===== config.mk =====
export PLATFORM = sky130hd
export DESIGN_NAME = event_packer
export DESIGN_NICKNAME = d
export VERILOG_FILES = /design/src/rtl/event_packer.sv
export SDC_FILE = /design/constraint.sdc
export NUM_CORES = 2
export LEC_CHECK = 0
export BUFFER_PORTS_ARGS = -buffer_cell sky130_fd_sc_hd__buf_2
export CAP_MARGIN = 0
export CORE_AREA = 2 2 443 445
export CTS_BUF_LIST = sky130_fd_sc_hd__clkbuf_4 sky130_fd_sc_hd__clkbuf_8
export DETAILED_ROUTE_END_ITERATION = 7
export DIE_AREA = 0 0 445 447
export GPL_TIMING_DRIVEN = 0
export PLACE_DENSITY = 0.54
export REMOVE_ABC_BUFFERS = 1
export SLEW_MARGIN = 20
export SYNTH_ARGS = -nofsm -noshare
export SYNTH_HDL_FRONTEND = slang
export SYNTH_SLANG_ARGS = --single-unit

===== constraint.sdc =====
create_clock -name clk -period 36.9 [get_ports clk]
set_input_delay 3.69 -clock clk [delete_from_list [all_inputs] [get_ports clk]]
set_output_delay 3.69 -clock clk [all_outputs]
set_load 0.03 [all_outputs]

===== src/rtl/event_packer.sv =====
// -----------------------------------------------------------------------------
// event_packer
//   Snapshots an N_CH x DEPTH array of sample words on a trigger rising edge and
//   writes it to the event FIFO as a framed packet: header, payload, trailer.
//   FIFO backpressure stalls the packet without losing or repeating words.
//   Trigger edges arriving while a packet is in flight are counted as drops.
//
// Ports
//   clk            block clock (clk_125 domain)
//   rst            asynchronous, active-high reset
//   enable_i       1 = accept trigger edges, 0 = ignore them (not counted)
//   trigger_i      level trigger; rising edge detected internally
//   event_i        flattened samples, word (ch,k) at [(ch*DEPTH+k)*WORD_W +: WORD_W]
//   full_i         FIFO full flag
//   wr_en_o        FIFO write strobe (combinational from state and full_i)
//   din_o          FIFO write data (combinational from state and index)
//   busy_o         high whenever the packer is not idle
//   event_saved_o  one-cycle pulse in the cycle after the trailer is written
//   evt_cnt_o      completed-packet counter (wraps)
//   drop_cnt_o     dropped-trigger counter (saturates)
// -----------------------------------------------------------------------------
module event_packer #(
  parameter int WORD_W = 64,
  parameter int DEPTH  = 16,
  parameter int N_CH   = 1
) (
  input  logic                         clk,
  input  logic                         rst,
  input  logic                         enable_i,
  input  logic                         trigger_i,
  input  logic [N_CH*DEPTH*WORD_W-1:0] event_i,
  input  logic                         full_i,
  output logic                         wr_en_o,
  output logic [WORD_W-1:0]            din_o,
  output logic                         busy_o,
  output logic                         event_saved_o,
  output logic [15:0]                  evt_cnt_o,
  output logic [15:0]                  drop_cnt_o
);

  localparam int TOTAL = N_CH * DEPTH;
  localparam int SNAP_W = TOTAL * WORD_W;
  localparam int IDX_W = (TOTAL > 1) ? $clog2(TOTAL) : 1;
  localparam logic [IDX_W-1:0] IDX_LAST = IDX_W'(TOTAL - 1);
  localparam logic [IDX_W-1:0] IDX_ONE  = IDX_W'(1);
  localparam logic [7:0]  N_CH_B  = 8'(N_CH);
  localparam logic [31:0] TOTAL_W = 32'(TOTAL);

  typedef enum logic [2:0] {
    S_IDLE    = 3'd0,
    S_HEADER  = 3'd1,
    S_PAYLOAD = 3'd2,
    S_TRAILER = 3'd3,
    S_DONE    = 3'd4
  } state_t;

  state_t              state_q, state_d;
  logic                trig_prev_q, trig_prev_d;
  logic [31:0]         ts_q, ts_d;
  logic [31:0]         ts_lat_q, ts_lat_d;
  logic [SNAP_W-1:0]   shadow_q, shadow_d;
  logic [IDX_W-1:0]    idx_q, idx_d;
  logic [15:0]         evt_cnt_q, evt_cnt_d;
  logic [15:0]         drop_cnt_q, drop_cnt_d;
  logic                saved_q, saved_d;
  logic                busy_q, busy_d;

  logic                edge_s;
  logic                take_s;
  logic                wr_s;
  logic [WORD_W-1:0]   din_s;
  logic [63:0]         hdr_s;
  logic [63:0]         trl_s;

  // Word currently presented to the FIFO and its write strobe.
  always_comb begin
    hdr_s = {8'hA5, N_CH_B, evt_cnt_q, ts_lat_q};
    // drop count is taken live so the trailer reflects drops up to its write
    trl_s = {8'h5A, 8'h00, drop_cnt_q, TOTAL_W};
    wr_s  = 1'b0;
    din_s = {WORD_W{1'b0}};
    case (state_q)
      S_HEADER: begin
        wr_s  = ~full_i;
        din_s = WORD_W'(hdr_s);
      end
      S_PAYLOAD: begin
        wr_s  = ~full_i;
        din_s = shadow_q[32'(idx_q) * WORD_W +: WORD_W];
      end
      S_TRAILER: begin
        wr_s  = ~full_i;
        din_s = WORD_W'(trl_s);
      end
      default: begin
        wr_s  = 1'b0;
        din_s = {WORD_W{1'b0}};
      end
    endcase
  end

  // Next-state, snapshot, index and counter updates.
  always_comb begin
    state_d     = state_q;
    idx_d       = idx_q;
    shadow_d    = shadow_q;
    ts_lat_d    = ts_lat_q;
    evt_cnt_d   = evt_cnt_q;
    drop_cnt_d  = drop_cnt_q;
    ts_d        = ts_q + 32'd1;
    trig_prev_d = trigger_i;
    edge_s      = trigger_i & ~trig_prev_q;
    take_s      = edge_s & enable_i;

    case (state_q)
      S_IDLE: begin
        if (take_s) begin
          shadow_d = event_i;
          ts_lat_d = ts_q;
          idx_d    = {IDX_W{1'b0}};
          state_d  = S_HEADER;
        end else begin
          state_d  = S_IDLE;
        end
      end
      S_HEADER: begin
        if (wr_s) begin
          state_d = S_PAYLOAD;
        end else begin
          state_d = S_HEADER;
        end
      end
      S_PAYLOAD: begin
        if (wr_s) begin
          if (idx_q == IDX_LAST) begin
            state_d = S_TRAILER;
          end else begin
            idx_d   = idx_q + IDX_ONE;
          end
        end else begin
          state_d = S_PAYLOAD;
        end
      end
      S_TRAILER: begin
        if (wr_s) begin
          state_d = S_DONE;
        end else begin
          state_d = S_TRAILER;
        end
      end
      S_DONE: begin
        evt_cnt_d = evt_cnt_q + 16'd1;
        state_d   = S_IDLE;
      end
      default: begin
        state_d = S_IDLE;
      end
    endcase

    // an accepted edge outside IDLE (DONE included) is lost, not queued
    if (take_s && (state_q != S_IDLE) && (drop_cnt_q != 16'hFFFF)) begin
      drop_cnt_d = drop_cnt_q + 16'd1;
    end else begin
      drop_cnt_d = drop_cnt_q;
    end

    saved_d = (state_d == S_DONE);
    busy_d  = (state_d != S_IDLE);
  end

  // State and datapath registers; trig_prev resets high so a trigger held
  // through reset is not seen as an edge.
  always_ff @(posedge clk or posedge rst) begin
    if (rst) begin
      state_q     <= S_IDLE;
      trig_prev_q <= 1'b1;
      ts_q        <= 32'd0;
      ts_lat_q    <= 32'd0;
      shadow_q    <= {SNAP_W{1'b0}};
      idx_q       <= {IDX_W{1'b0}};
      evt_cnt_q   <= 16'd0;
      drop_cnt_q  <= 16'd0;
      saved_q     <= 1'b0;
      busy_q      <= 1'b0;
    end else begin
      state_q     <= state_d;
      trig_prev_q <= trig_prev_d;
      ts_q        <= ts_d;
      ts_lat_q    <= ts_lat_d;
      shadow_q    <= shadow_d;
      idx_q       <= idx_d;
      evt_cnt_q   <= evt_cnt_d;
      drop_cnt_q  <= drop_cnt_d;
      saved_q     <= saved_d;
      busy_q      <= busy_d;
    end
  end

  assign wr_en_o       = wr_s;
  assign din_o         = din_s;
  assign busy_o        = busy_q;
  assign event_saved_o = saved_q;
  assign evt_cnt_o     = evt_cnt_q;
  assign drop_cnt_o    = drop_cnt_q;

endmodule


**After elaboration in Yosys (flattened, before gate mapping)**

Index checks and enable logic that the tools add are counted.

- Output and inout port bits: 99
- Logic and storage cells: 50
- Register bits after elaboration: 1130

- $add $sub $neg: 4
- Mux-type cells: 12
- Eq/ne operators: 10
- Reduce and logical (&&, ||, !) cells: 9
- Shifts and indexed selects: 1
- Bitwise operators: 4

Operators with widths:

| kind | number |
|---|---|
| indexed part select 1024 x 11 -> 64 bit | 1 |
| one-hot mux 64 bit (3 select lines) | 1 |
| adder 16 x 1 -> 16 bit (second input constant) | 2 |
| adder 32 x 1 -> 32 bit (second input constant) | 1 |
| != test 16 bit (second input constant) | 1 |
| two-way mux 4 bit | 3 |
| one-hot mux 3 bit (4 select lines) | 1 |
| two-way mux 3 bit | 3 |
| one-hot mux 4 bit (2 select lines) | 1 |
| == test 3 x 2 -> 1 bit (second input constant) | 2 |
| == test 3 bit (second input constant) | 2 |
| != test 2 bit (second input constant) | 3 |
| nonzero test 3 bit | 2 |
| adder 4 x 1 -> 4 bit (second input constant) | 1 |
| == test 4 bit (second input constant) | 1 |
| AND reduction 4 bit | 1 |
| == test 3 x 1 -> 1 bit (second input constant) | 1 |
| logical NOT 3 bit | 1 |
| OR reduction 3 bit | 1 |
| bitwise AND 1 bit | 2 |
| logical AND 1 bit | 2 |
| two-way mux 1 bit | 2 |
| two-way mux 2 bit | 1 |
| inverter 1 bit | 2 |
| other kinds (2) | 2 |

**Logic depth before layout (Yosys ltp)**

- Depth in word-level cells: 6
- Mapped depth: 9
- Depth with buffers taken out: 6

**Least setup slack after synthesis**

Ideal clock, no wire load.

- Path type: input port to output port
- Start point: input port full_i
- End point: output port wr_en_o
- Data required time: 33210 ps
- Cell stages on the path: 1
- Path buffers: 0
- Path slack: 28839 ps
- Data arrival time: 4371 ps
- Path through: nor3_1

- Cells in the longest elaborated chain, start to end: 2

Ends and longest elaborated chain:

| element | line | RTL |
|---|---|---|
| from (decl) | 32 | `input logic full_i,` |
| inverter 1 bit | 84, 88, 92 |  |
| two-way mux 1 bit | -- |  |
| to (decl) | 33 | `output logic wr_en_o,` |

Every way passes these cells.

**Final worst setup path**

- Start point: input port trigger_i
- End point: register shadow_q[386]

- Cells in the longest elaborated chain, start to end: 3

Ends and longest elaborated chain:

| element | line | RTL |
|---|---|---|
| from (decl) | 30 | `input logic trigger_i,` |
| bitwise AND 1 bit | 112 | `edge_s = trigger_i & ~trig_prev_q;` |
| bitwise AND 1 bit | 113 | `take_s = edge_s & enable_i;` |
| AND reduction 2 bit (no source line) | -- |  |
| to (signal assigned) | 179 | `shadow_q <= {SNAP_W{1'b0}};` |
| to (signal assigned) | 190 | `shadow_q <= shadow_d;` |
| to (decl) | 61 | `logic [SNAP_W-1:0] shadow_q, shadow_d;` |

Every way passes these cells.
A chain may end at the register's enable or synchronous reset.

==> results by group <==
Route
  – Remaining antenna violation count after routing: 0
  – DR iter-0 viols: 3923
  – Post-route DRC violation count: 0
  – Vias per cell: 4.63
  – Number of vias after detailed routing: 43400
  – Detailed Route WL: 201000 µm
  – Average wire per cell in the routed design: 21.5 µm
  – First-pass iteration count of the detailed router: 6

Synth
  – Gate count of the mapped netlist: 5406
  – Most used standard cell by instance count after synthesis: nand2_1
  – Async set or reset register ratio after synthesis: 100%
  – Dominant cell type by area after synthesis: dfrtp_1
  – Warning count from the yosys run: 0
  – Synthesized cell area: 0.0511 mm²
  – Top FF cell, synth: dfrtp_1
  – Number of enable-type register cells in the synthesized netlist: 0
  – Synth top area cells: dfrtp_1 (55%), nand2_1 (24%), mux4_2 (11%)
  – Netlist cell types: 47
  – Share of the yosys chip area belonging to registers: 55.3%
  – Area share of the leading cell type in the synthesized netlist: 55.3%
  – Commonest cells in the netlist: nand2_1 (3215), dfrtp_1 (1129), mux4_2 (261)
  – Mapped Avg Cell Area: 9.46 µm²
  – Number of flip-flops and latches in the synthesized netlist: 1130

Pwr
  – Total power density per cell area: 82.3 mW/mm²
  – Maximum ir drop on the vdd rail: 33.6 µV
  – Static leakage power: 34.3 nW

Layout
  – # nets final: 7633
  – Final cell area excluding filler cells: 0.0656 mm²
  – Total of fill cells in the finished design: 20200
  – Post-synthesis to final-layout area growth: 28.4%
  – Total area of sequential cells: 0.0283 mm²
  – Multi-input combinational cell area: 0.0214 mm²
  – Fraction of layout instances using a drive strength above 1: 29.8%

Placed design
  – Port Buffer Count: 1127
  – DP Wirelength: 153000 µm
  – Post-Place Cell Area: 0.0609 mm²
  – Last weighted congestion value of the routability-driven placer: 0.888

Timing
  – Setup TNS after final layout: 0 ps
  – Max-slew violations: 0
  – Achievable clock frequency: 111 MHz
  – Final period demand of the worst path: 8990 ps
  – Final count of negative-setup-slack endpoints: 0
  – Measured slew at the worst slew-check pin: 1090 ps
  – Setup repair after global routing missed its margin: no
  – Worst clock skew: 51.4 ps
  – Final hold violations: 0
  – Max-Slew Margin vs Limit: 27.4%
  – Final worst-path cycle share: 24.4%

Global routing
  – Maximum number of pins on one net before global-route repair: 103
  – Via count of the first global-routing pass: 43400
  – Initial antenna violation count: 124
  – Wire length of the first global-routing pass: 291000 µm
  – Aggregate global-route resource usage: 19.8%
  – Global-route congestion overflow total: 0

Hold path
  – Type of the tightest min-delay check: flop to flop

Worst setup path
  – Worst setup path class: input port to flop
  – Critical path's most frequent cell: buf_2
  – Kind of cell adding the most delay to the critical path: buffers and inverters
  – Startpoint types: input port
  – Slowest-stage cell, CP: nor4_2
  – Endpoint kind of the worst setup timing path: flop
  – Endpoint required time on the critical path: 37760 ps
  – Critical path buffer and inverter count: 24
  – Delay of the slowest cell on the worst path: 600 ps
  – Crit-path max FO: 11
  – Arrival @ worst endpoint: 9850 ps

Clock tree
  – Clock edge transition at the registers on the reported setup and hold paths: 60 ps
  – Clock tree from TritonCTS: built
  – Post_cts resized: 0
  – Hold-fix buffers at CTS: 0
  – Root buffer selected by CTS: clkbuf_8
  – CTS H-Tree Depth: 4
  – Clock latency on the worst-skew pair: 950 ps
  – Buffers inserted during post-CTS setup optimization: 0
  – Num Clock Sinks: 1130
  – Number of buffers on the longest clock path: 3
  – Clock buffer count from CTS: 204

Die
  – Die X: 445 µm
  – Row cnt: 162
  – Height of the chip: 447 µm
  – Placeable core area: 0.194 mm²
  – Initial cell density of the core: 26.3%
  – Die area: 0.199 mm²
  – Number of primary I/O pins: 1128

Run status
  – Run status: finished, final reports clean

Flow run
  – Count of max-cap constraint violations: 0
==> cells by family (layout without fill, tap and decap cells) <==
family / after synthesis / in the layout / synth area share, %
adder cells (fa/ha/maj): 4 / 4 / 0.0979
AND/OR/NAND/NOR: 3371 / 3371 / 25.3
AO/OA/AOI/OAI: 163 / 163 / 2.30
multiplexers: 331 / 331 / 13.0
other: 0 / 83 / 0
XOR/XNOR: 61 / 61 / 1.05
flip-flops: 1130 / 1130 / 55.3
buffers and inverters: 346 / 1698 / 2.92
==> stage by stage <==
step | power, mW | utilization [%] | setup slack [ps] | hold slack [ps] | cells
floorplan | 3.93 | - | -42440 | 440 | 5067
global placement | 5.03 | 30.1 | -118680 | 453 | 8736
detailed placement | 4.10 | 31.3 | 27000 | 457 | 8936
CTS | 5.46 | 33.7 | 28020 | 472 | 9300
global route | 5.75 | 33.8 | 27500 | 480 | 9365
finish | 5.40 | 33.8 | 27910 | 467 | 9383
==> per-layer routing <==
metal / share of wire (%) / vias to the layer above / GRT usage (%)
li1: - / 19900 / -
met1: 41 / 21400 / 25.4
met2: 48 / 1613 / 32.2
met3: 7.1 / 410 / 4.78
met4: 3.4 / 58 / 7.65
met5: 0.18 / - / 0
==> power breakdown <==
part,switching [mW],total (mW),internal [mW]
Combinational,1.00,1.89,0.883
Sequential,0.370,2.19,1.82
Clock,0.574,1.32,0.749
Total,1.95,5.40,3.45
==> state kept, by name, summed over array words and instances (netlist names) <==
register       cells
idx_q              4
ts_q              32
busy_o             1
trig_prev_q        1
drop_cnt_o        16
shadow_q        1024
event_saved_o      1
evt_cnt_o         16
ts_lat_q          32
state_q            3
==> final timing paths <==
| kind | startpoint | to | slack, ps | cells past startpoint |
|---|---|---|---|---|
| hold reg to reg | shadow_q[415] | shadow_q[415] | 470 | 2 |
| max in group asynchronous | rst | shadow_q[23] | 31460 | 7 |
| min in group asynchronous | rst | shadow_q[822] | 2830 | 2 |
| setup / recovery | trigger_i | shadow_q[386] | 27910 | 28 |
| hold / removal | shadow_q[415] | shadow_q[415] | 470 | 2 |
| setup reg to reg | state_q[1] | shadow_q[386] | 30170 | 26 |
==> layout make-up <==
class,count,share of cell area (%)
inverter,7,0.0591
clock buffer,314,6.11
tap,2542,4.85
sequential,1130,43.1
antenna,83,0.317
timing repair buffer,1327,12.1
multi-input combinational,3930,32.6
clock inverter,50,0.829
==> cells in the final DEF (no fill, tap or decap), types with 14 or more instances in the layout <==
cell and count:
nand2_1 3215, buf_2 1229, dfrtp_1 1122, clkbuf_8 264, mux4_2 261, diode_2 83
a22o_1 52, clkbuf_4 50, xnor2_1 46, nand3_1 43, buf_16 43, mux2_2 39
buf_4 37, o21ai_0 32, mux2i_1 31, clkinv_2 27, nor2_1 19, nor3_1 19
a31oi_1 16, nand4_1 16, xor2_1 15, a21oi_1 14, and2_1 14, buf_12 14
==> worst min-delay path, stage by stage, from the launching register on <==
cell and delay, ps:
dfrtp_1 330, nand2_1 50, nand2_1 60
(Power assumes the default switching activity.)
